## src/rtl/lpcm_arbiter_if.sv

```systemverilog
// Request/sample bus shared by the LPCM arbiter and its sequence sources.
// The arbiter takes the slave view; the sources (or a bench) take the master view.
interface lpcm_arbiter_if #(
  parameter int N_REQ    = 4,
  parameter int SAMPLE_W = 24,
  parameter int LAT_W    = 8
);
  localparam int SRC_W = $clog2(N_REQ);

  logic [N_REQ-1:0]          req_valid;
  logic [N_REQ*SAMPLE_W-1:0] req_sample;
  logic [N_REQ*LAT_W-1:0]    req_latency;
  logic [N_REQ-1:0]          req_ack;
  logic                      pause;
  logic                      lpcm_en;
  logic [SAMPLE_W-1:0]       lpcm_data;
  logic [SRC_W-1:0]          lpcm_src;
  logic                      busy;

  modport master (
    output req_valid, req_sample, req_latency, pause,
    input  req_ack, lpcm_en, lpcm_data, lpcm_src, busy
  );

  modport slave (
    input  req_valid, req_sample, req_latency, pause,
    output req_ack, lpcm_en, lpcm_data, lpcm_src, busy
  );
endinterface

```

## src/rtl/lpcm_arbiter.sv

```systemverilog
// Round-robin arbiter sharing one LPCM sample output between N_REQ requesters,
// with a per-grant latency gap. Optional grant statistics under LPCM_ARB_STATS_EN.
module lpcm_arbiter #(
  parameter int N_REQ    = 4,
  parameter int SAMPLE_W = 24,
  parameter int LAT_W    = 8
) (
  input  logic                clk,
  input  logic                reset,
`ifdef LPCM_ARB_STATS_EN
  input  logic                stats_clr,
  output logic [N_REQ*16-1:0] grant_cnt,
`endif
  lpcm_arbiter_if.slave       bus
);
  localparam int SRC_W = $clog2(N_REQ);

  logic [SAMPLE_W-1:0] sample_arr [N_REQ];
  logic [LAT_W-1:0]    lat_arr    [N_REQ];

  logic [LAT_W-1:0]    cnt_reg,  cnt_next;
  logic                en_reg,   en_next;
  logic [SAMPLE_W-1:0] data_reg, data_next;
  logic [SRC_W-1:0]    src_reg,  src_next;
  logic [SRC_W-1:0]    last_reg, last_next;

  logic                win_found;
  logic [SRC_W-1:0]    win_idx;
  logic [SRC_W-1:0]    cand;
  logic                grant;
  logic [N_REQ-1:0]    ack_vec;

  generate
    for (genvar gi = 0; gi < N_REQ; gi++) begin : g_unpack
      assign sample_arr[gi] = bus.req_sample[gi*SAMPLE_W +: SAMPLE_W];
      assign lat_arr[gi]    = bus.req_latency[gi*LAT_W +: LAT_W];
    end
  endgenerate

  // Search starts one past the last winner and wraps, so the most recent
  // winner always has the lowest priority.
  always_comb begin
    win_found = 1'b0;
    win_idx   = '0;
    cand      = '0;
    for (int k = 1; k <= N_REQ; k++) begin
      cand = SRC_W'((int'(last_reg) + k) % N_REQ);
      if (!win_found && bus.req_valid[cand]) begin
        win_found = 1'b1;
        win_idx   = cand;
      end
    end
  end

  assign grant   = !reset && (cnt_reg == '0) && !bus.pause && win_found;
  assign ack_vec = grant ? (N_REQ'(1) << win_idx) : '0;

  always_comb begin
    en_next   = 1'b0;
    data_next = data_reg;
    src_next  = src_reg;
    last_next = last_reg;
    cnt_next  = cnt_reg;
    if (grant) begin
      en_next   = 1'b1;
      data_next = sample_arr[win_idx];
      src_next  = win_idx;
      last_next = win_idx;
      cnt_next  = lat_arr[win_idx];
    end else if (cnt_reg != '0) begin
      cnt_next = cnt_reg - 1'b1;
    end
  end

  always_ff @(posedge clk) begin
    if (reset) begin
      cnt_reg  <= '0;
      en_reg   <= 1'b0;
      data_reg <= '0;
      src_reg  <= '0;
      last_reg <= SRC_W'(N_REQ - 1);
    end else begin
      cnt_reg  <= cnt_next;
      en_reg   <= en_next;
      data_reg <= data_next;
      src_reg  <= src_next;
      last_reg <= last_next;
    end
  end

  assign bus.req_ack   = ack_vec;
  assign bus.lpcm_en   = en_reg;
  assign bus.lpcm_data = data_reg;
  assign bus.lpcm_src  = src_reg;
  assign bus.busy      = (cnt_reg != '0);

`ifdef LPCM_ARB_STATS_EN
  generate
    for (genvar gi = 0; gi < N_REQ; gi++) begin : g_stats
      logic [15:0] gcnt_reg;
      // Clear takes precedence over a same-cycle grant.
      always_ff @(posedge clk) begin
        if (reset || stats_clr) begin
          gcnt_reg <= '0;
        end else if (ack_vec[gi] && (gcnt_reg != 16'hFFFF)) begin
          gcnt_reg <= gcnt_reg + 16'd1;
        end
      end
      assign grant_cnt[gi*16 +: 16] = gcnt_reg;
    end
  endgenerate
`else
  // Statistics counters are not built in this configuration.
`endif

endmodule

```

## src/flat_wrapper.sv

```systemverilog
// flat-port wrapper written by rule: the top's interface ports become plain ports
module lpcm_arbiter_flat 
#(
  parameter int N_REQ    = 4,
  parameter int SAMPLE_W = 24,
  parameter int LAT_W    = 8
)
  (clk, reset, bus_req_valid, bus_req_sample, bus_req_latency, bus_pause, bus_req_ack, bus_lpcm_en, bus_lpcm_data, bus_lpcm_src, bus_busy);
  lpcm_arbiter_if #(.N_REQ(N_REQ), .SAMPLE_W(SAMPLE_W), .LAT_W(LAT_W)) bus_i ();
  input  logic clk;
  input  logic reset;
  input wire logic [$bits(bus_i.req_valid)-1:0] bus_req_valid;
  input wire logic [$bits(bus_i.req_sample)-1:0] bus_req_sample;
  input wire logic [$bits(bus_i.req_latency)-1:0] bus_req_latency;
  input wire logic [$bits(bus_i.pause)-1:0] bus_pause;
  output wire logic [$bits(bus_i.req_ack)-1:0] bus_req_ack;
  output wire logic [$bits(bus_i.lpcm_en)-1:0] bus_lpcm_en;
  output wire logic [$bits(bus_i.lpcm_data)-1:0] bus_lpcm_data;
  output wire logic [$bits(bus_i.lpcm_src)-1:0] bus_lpcm_src;
  output wire logic [$bits(bus_i.busy)-1:0] bus_busy;
  assign bus_i.req_valid = bus_req_valid;
  assign bus_i.req_sample = bus_req_sample;
  assign bus_i.req_latency = bus_req_latency;
  assign bus_i.pause = bus_pause;
  assign bus_req_ack = bus_i.req_ack;
  assign bus_lpcm_en = bus_i.lpcm_en;
  assign bus_lpcm_data = bus_i.lpcm_data;
  assign bus_lpcm_src = bus_i.lpcm_src;
  assign bus_busy = bus_i.busy;
  lpcm_arbiter #(.N_REQ(N_REQ), .SAMPLE_W(SAMPLE_W), .LAT_W(LAT_W)) u_core (.clk(clk), .reset(reset), .bus(bus_i));
endmodule
```

## config.mk

```make
export PLATFORM = sky130hd
export DESIGN_NAME = lpcm_arbiter_flat
export DESIGN_NICKNAME = d
export VERILOG_FILES = /design/src/rtl/lpcm_arbiter_if.sv /design/src/rtl/lpcm_arbiter.sv /design/src/flat_wrapper.sv
export SDC_FILE = /design/constraint.sdc
export NUM_CORES = 1
export LEC_CHECK = 0
export BUFFER_PORTS_ARGS = -buffer_cell sky130_fd_sc_hd__buf_2
export CAP_MARGIN = 20
export CORE_AREA = 2 2 86 88
export CTS_CLUSTER_DIAMETER = 40
export CTS_CLUSTER_SIZE = 20
export DETAILED_ROUTE_END_ITERATION = 8
export DIE_AREA = 0 0 88 90
export GPL_TIMING_DRIVEN = 0
export PLACE_DENSITY = 0.78
export SETUP_SLACK_MARGIN = 0.3
export SYNTH_ARGS = -nofsm -noshare
export SYNTH_HDL_FRONTEND = slang
export SYNTH_SLANG_ARGS = --single-unit
export TNS_END_PERCENT = 30
```

## constraint.sdc

```tcl
create_clock -name clk -period 1.9 [get_ports clk]
set_input_delay 0.19 -clock clk [delete_from_list [all_inputs] [get_ports clk]]
set_output_delay 0.19 -clock clk [all_outputs]
set_load 0.01 [all_outputs]
```

==> impl_metrics.py <==
metrics = {
    "floorplan": {
        "rows": 31,
        "die_h_um": 90,
        "start_util": 0.380,
        "core_mm2": 0.00702,
        "ios": 167,
        "fp.dieW_um": 88,
        "dieArea_mm2": 0.00792,
    },
    "placement": {
        "io_buffers": 165,
        "hpwl_um": 7040,
        "place_area_mm2": 0.00364,
        "gp_congestion": 0.863,
    },
    "logic_synthesis": {
        "synth.most_common_cell": "nand2_1",
        "avgSynthCellArea_um2": 8.00,
        "synth_ff_type": "dfxtp_1",
        "ys_ff_latch": 37,
        "synth_edf_count": 0,
        "ys_warn_count": 0,
        "synth_area_leaders": "dfxtp_1, mux2i_1, and4_1",
        "synth_cell_types": 46,
        "synth_top_area_frac": 0.278,
        "syn_area_mm2": 0.00267,
        "async_flop_share": 0,
        "synthTopCellsByCount": "nand2_1, dfxtp_1, mux2i_1",
        "syn_inst": 333,
        "syn_nets": 469,
        "yosysTopAreaCell": "dfxtp_1",
        "ys_seq_area_frac": 0.278,
    },
    "clock_network": {
        "htree_num_levels": 2,
        "cts_made_buffers": 5,
        "root_buffer": "clkbuf_8",
        "clk_pin_slew_ns": 0.08,
        "cts_tree": "done",
        "ctsHoldBuffers": 0,
        "clk_path_buf_depth": 2,
        "clock_sinks": 37,
        "clk_latency_ns": 0.29,
    },
    "route": {
        "met2WireLength_um": 4990,
        "wl_met3_um": 559,
        "vias": 3287,
        "firstDrtPassIters": 4,
        "post-route-drc-count": 0,
        "viasPerCell": 5.18,
        "avgRoutedWirePerCell_um": 15.5,
        "drt-met1-wl_um": 4100,
        "drt_iter0_drc": 104,
        "wirelength_um": 9840,
        "ant_nets": 0,
        "top_layer": "met4",
    },
    "timing": {
        "rsz0062_at_grt": "true",
        "slew_headroom": 0.630,
        "period_needed_ns": 1.90,
        "hold_viol_final": 0,
        "final_max_slew_viol_count": 0,
        "setup_viol": 0,
        "fmax_mhz": 527,
        "worstMarginPinSlew_ns": 0.555,
        "skew_ns": 0.00484,
        "period_share": 0.998,
    },
    "critical_path": {
        "endpoint": "bus_req_ack[1]",
        "path_class": "reg -> out",
        "cp_max_fo": 4,
        "rrSetupSlack_ns": 0.03,
        "rr_startpoint": "u_core.last_reg[0]",
        "worstSetupStartpointType": "flop",
        "critPathRequiredTime_ns": 1.71,
        "r2r_end": "u_core.cnt_reg[5]",
        "r2r_cells": 9,
        "cp.arrival_ns": 1.71,
        "crit_start": "u_core.cnt_reg[0]",
        "cp-end-kind": "primary output",
    },
    "finish": {
        "antennaDiodeCount": 0,
        "stdcell_area_mm2": 0.00433,
        "largest_reg_flops": 24,
        "drive_above_1_share": 0.510,
        "nNetsFinal": 670,
        "final_util": 0.616,
        "fillCellCount": 617,
        "area_delta_synth_final_pct": 62.3,
    },
    "power": {
        "total_power_mw": 3.71,
        "ir_drop_v": 0.000388,
        "seqPwrFrac": 0.307,
        "clkPwrFrac": 0.199,
        "leakage_nw": 2.21,
        "intPower_mw": 2.35,
        "switching_power_mw": 1.37,
        "switching_share": 0.368,
        "combPwrFrac": 0.494,
        "power_density_mw_per_mm2": 858,
    },
    "global_route": {
        "grt_pass1_wl_um": 14400,
        "track_usage": 0.227,
        "antenna_found_initial": 0,
        "grt_max_degree": 13,
        "grt_overflow": 0,
        "grt_pass1_vias": 3139,
    },
    "worst_hold_path": {
        "hold_class": "in -> reg",
    },
    "outcome": {
        "outcome": "complete, no violations",
    },
    "flow_run": {
        "cap_violations": 0,
    },
}
[per-stage QoR]
step	worst slack [ns]	TNS, ns	instances	hold WS, ns
after global routing	-0.0721	-0.680	634	0.164
after floorplan	0.268	0	333	0.345
after global placement	-0.171	-2.53	597	0.440
final	0.00380	0	634	0.156
after CTS	-0.0258	-0.0509	623	0.154
after detailed placement	-0.221	-3.38	597	0.450
[kinds of logic (layout without fill, tap and decap cells)]
logic type / count (synthesis) / after routing / share of synthesized area
multiplexers: 33 / 33 / 0.124
buffers and inverters: 56 / 258 / 0.0934
AO/OA/AOI/OAI: 97 / 97 / 0.248
XOR/XNOR: 5 / 5 / 0.0164
flip-flops: 37 / 37 / 0.278
adder cells (fa/ha/maj): 1 / 1 / 0.00469
AND/OR/NAND/NOR: 104 / 104 / 0.235
[worst max-delay path, stage by stage, from the launching register on]
cell and delay [ns]:
dfxtp_2 0.33, inv_2 0.06, ha_4 0.13, nor3b_4 0.24
nand4_4 0.15, clkinv_4 0.09, nand2_4 0.06, buf_8 0.15
nor2_2 0.07, buf_2 0.13
[cell usage in the layout (no fill, tap or decap), types with 7 or more instances in the layout]
master	instances
buf_6	11
clkbuf_8	8
inv_1	23
nor2_1	10
o21ai_0	25
and4_1	23
mux2i_1	33
clkbuf_1	7
buf_2	167
o211ai_1	23
dfxtp_1	33
buf_4	22
a31oi_1	23
nand2_2	8
nand2_1	32
[layout make-up]
type	instances	area, um^2	share of cell area
sequential	37	748	0.173
clock buffer	6	82.6	0.0191
inverter	28	110	0.0254
tap	99	124	0.0286
clock inverter	2	37.5	0.00868
multi-input combinational	240	1850	0.427
buffer	28	279	0.0645
timing repair buffer	194	1100	0.254
[what timing repair did]
action / 4_1_cts / 5_1_grt
gates cloned: 2 / 1
pin swaps: 12 / 22
endpoints found under the setup margin: 40 / 39
endpoints found under the hold margin: 0 / 0
setup buffers: 16 / 10
resized for setup: 70 / 27
[per-layer routing]
metal | track usage | vias to the layer above
met3 | 0.0395 | 16
met2 | 0.419 | 124
met5 | 0 | -
met1 | 0.265 | 1516
li1 | - | 1631
met4 | 0.0551 | 0
[worst min path at each step]
stage	start	cells past startpoint	endpoint
finish	bus_req_latency[17]	3	u_core.cnt_reg[1]
global route	bus_req_latency[17]	3	u_core.cnt_reg[1]
CTS	bus_req_latency[17]	3	u_core.cnt_reg[1]
detailed placement	u_core.bus.lpcm_src[1]	2	u_core.bus.lpcm_src[1]
global placement	u_core.bus.lpcm_data[22]	2	u_core.bus.lpcm_data[22]
floorplan	bus_req_latency[17]	2	u_core.cnt_reg[1]
[power by group through the flow]
| stage | registers [mW] | logic, mW | clock network, mW |
|---|---|---|---|
| finish | 1.14 | 1.84 | 0.739 |
| global placement | 1.11 | 1.38 | 0 |
| global route | 1.16 | 1.99 | 0.778 |
| detailed placement | 1.12 | 1.42 | 0 |
| floorplan | 1.14 | 0.942 | 0 |
| CTS | 1.11 | 1.67 | 0.749 |
Power figures use the tool's default switching activity.
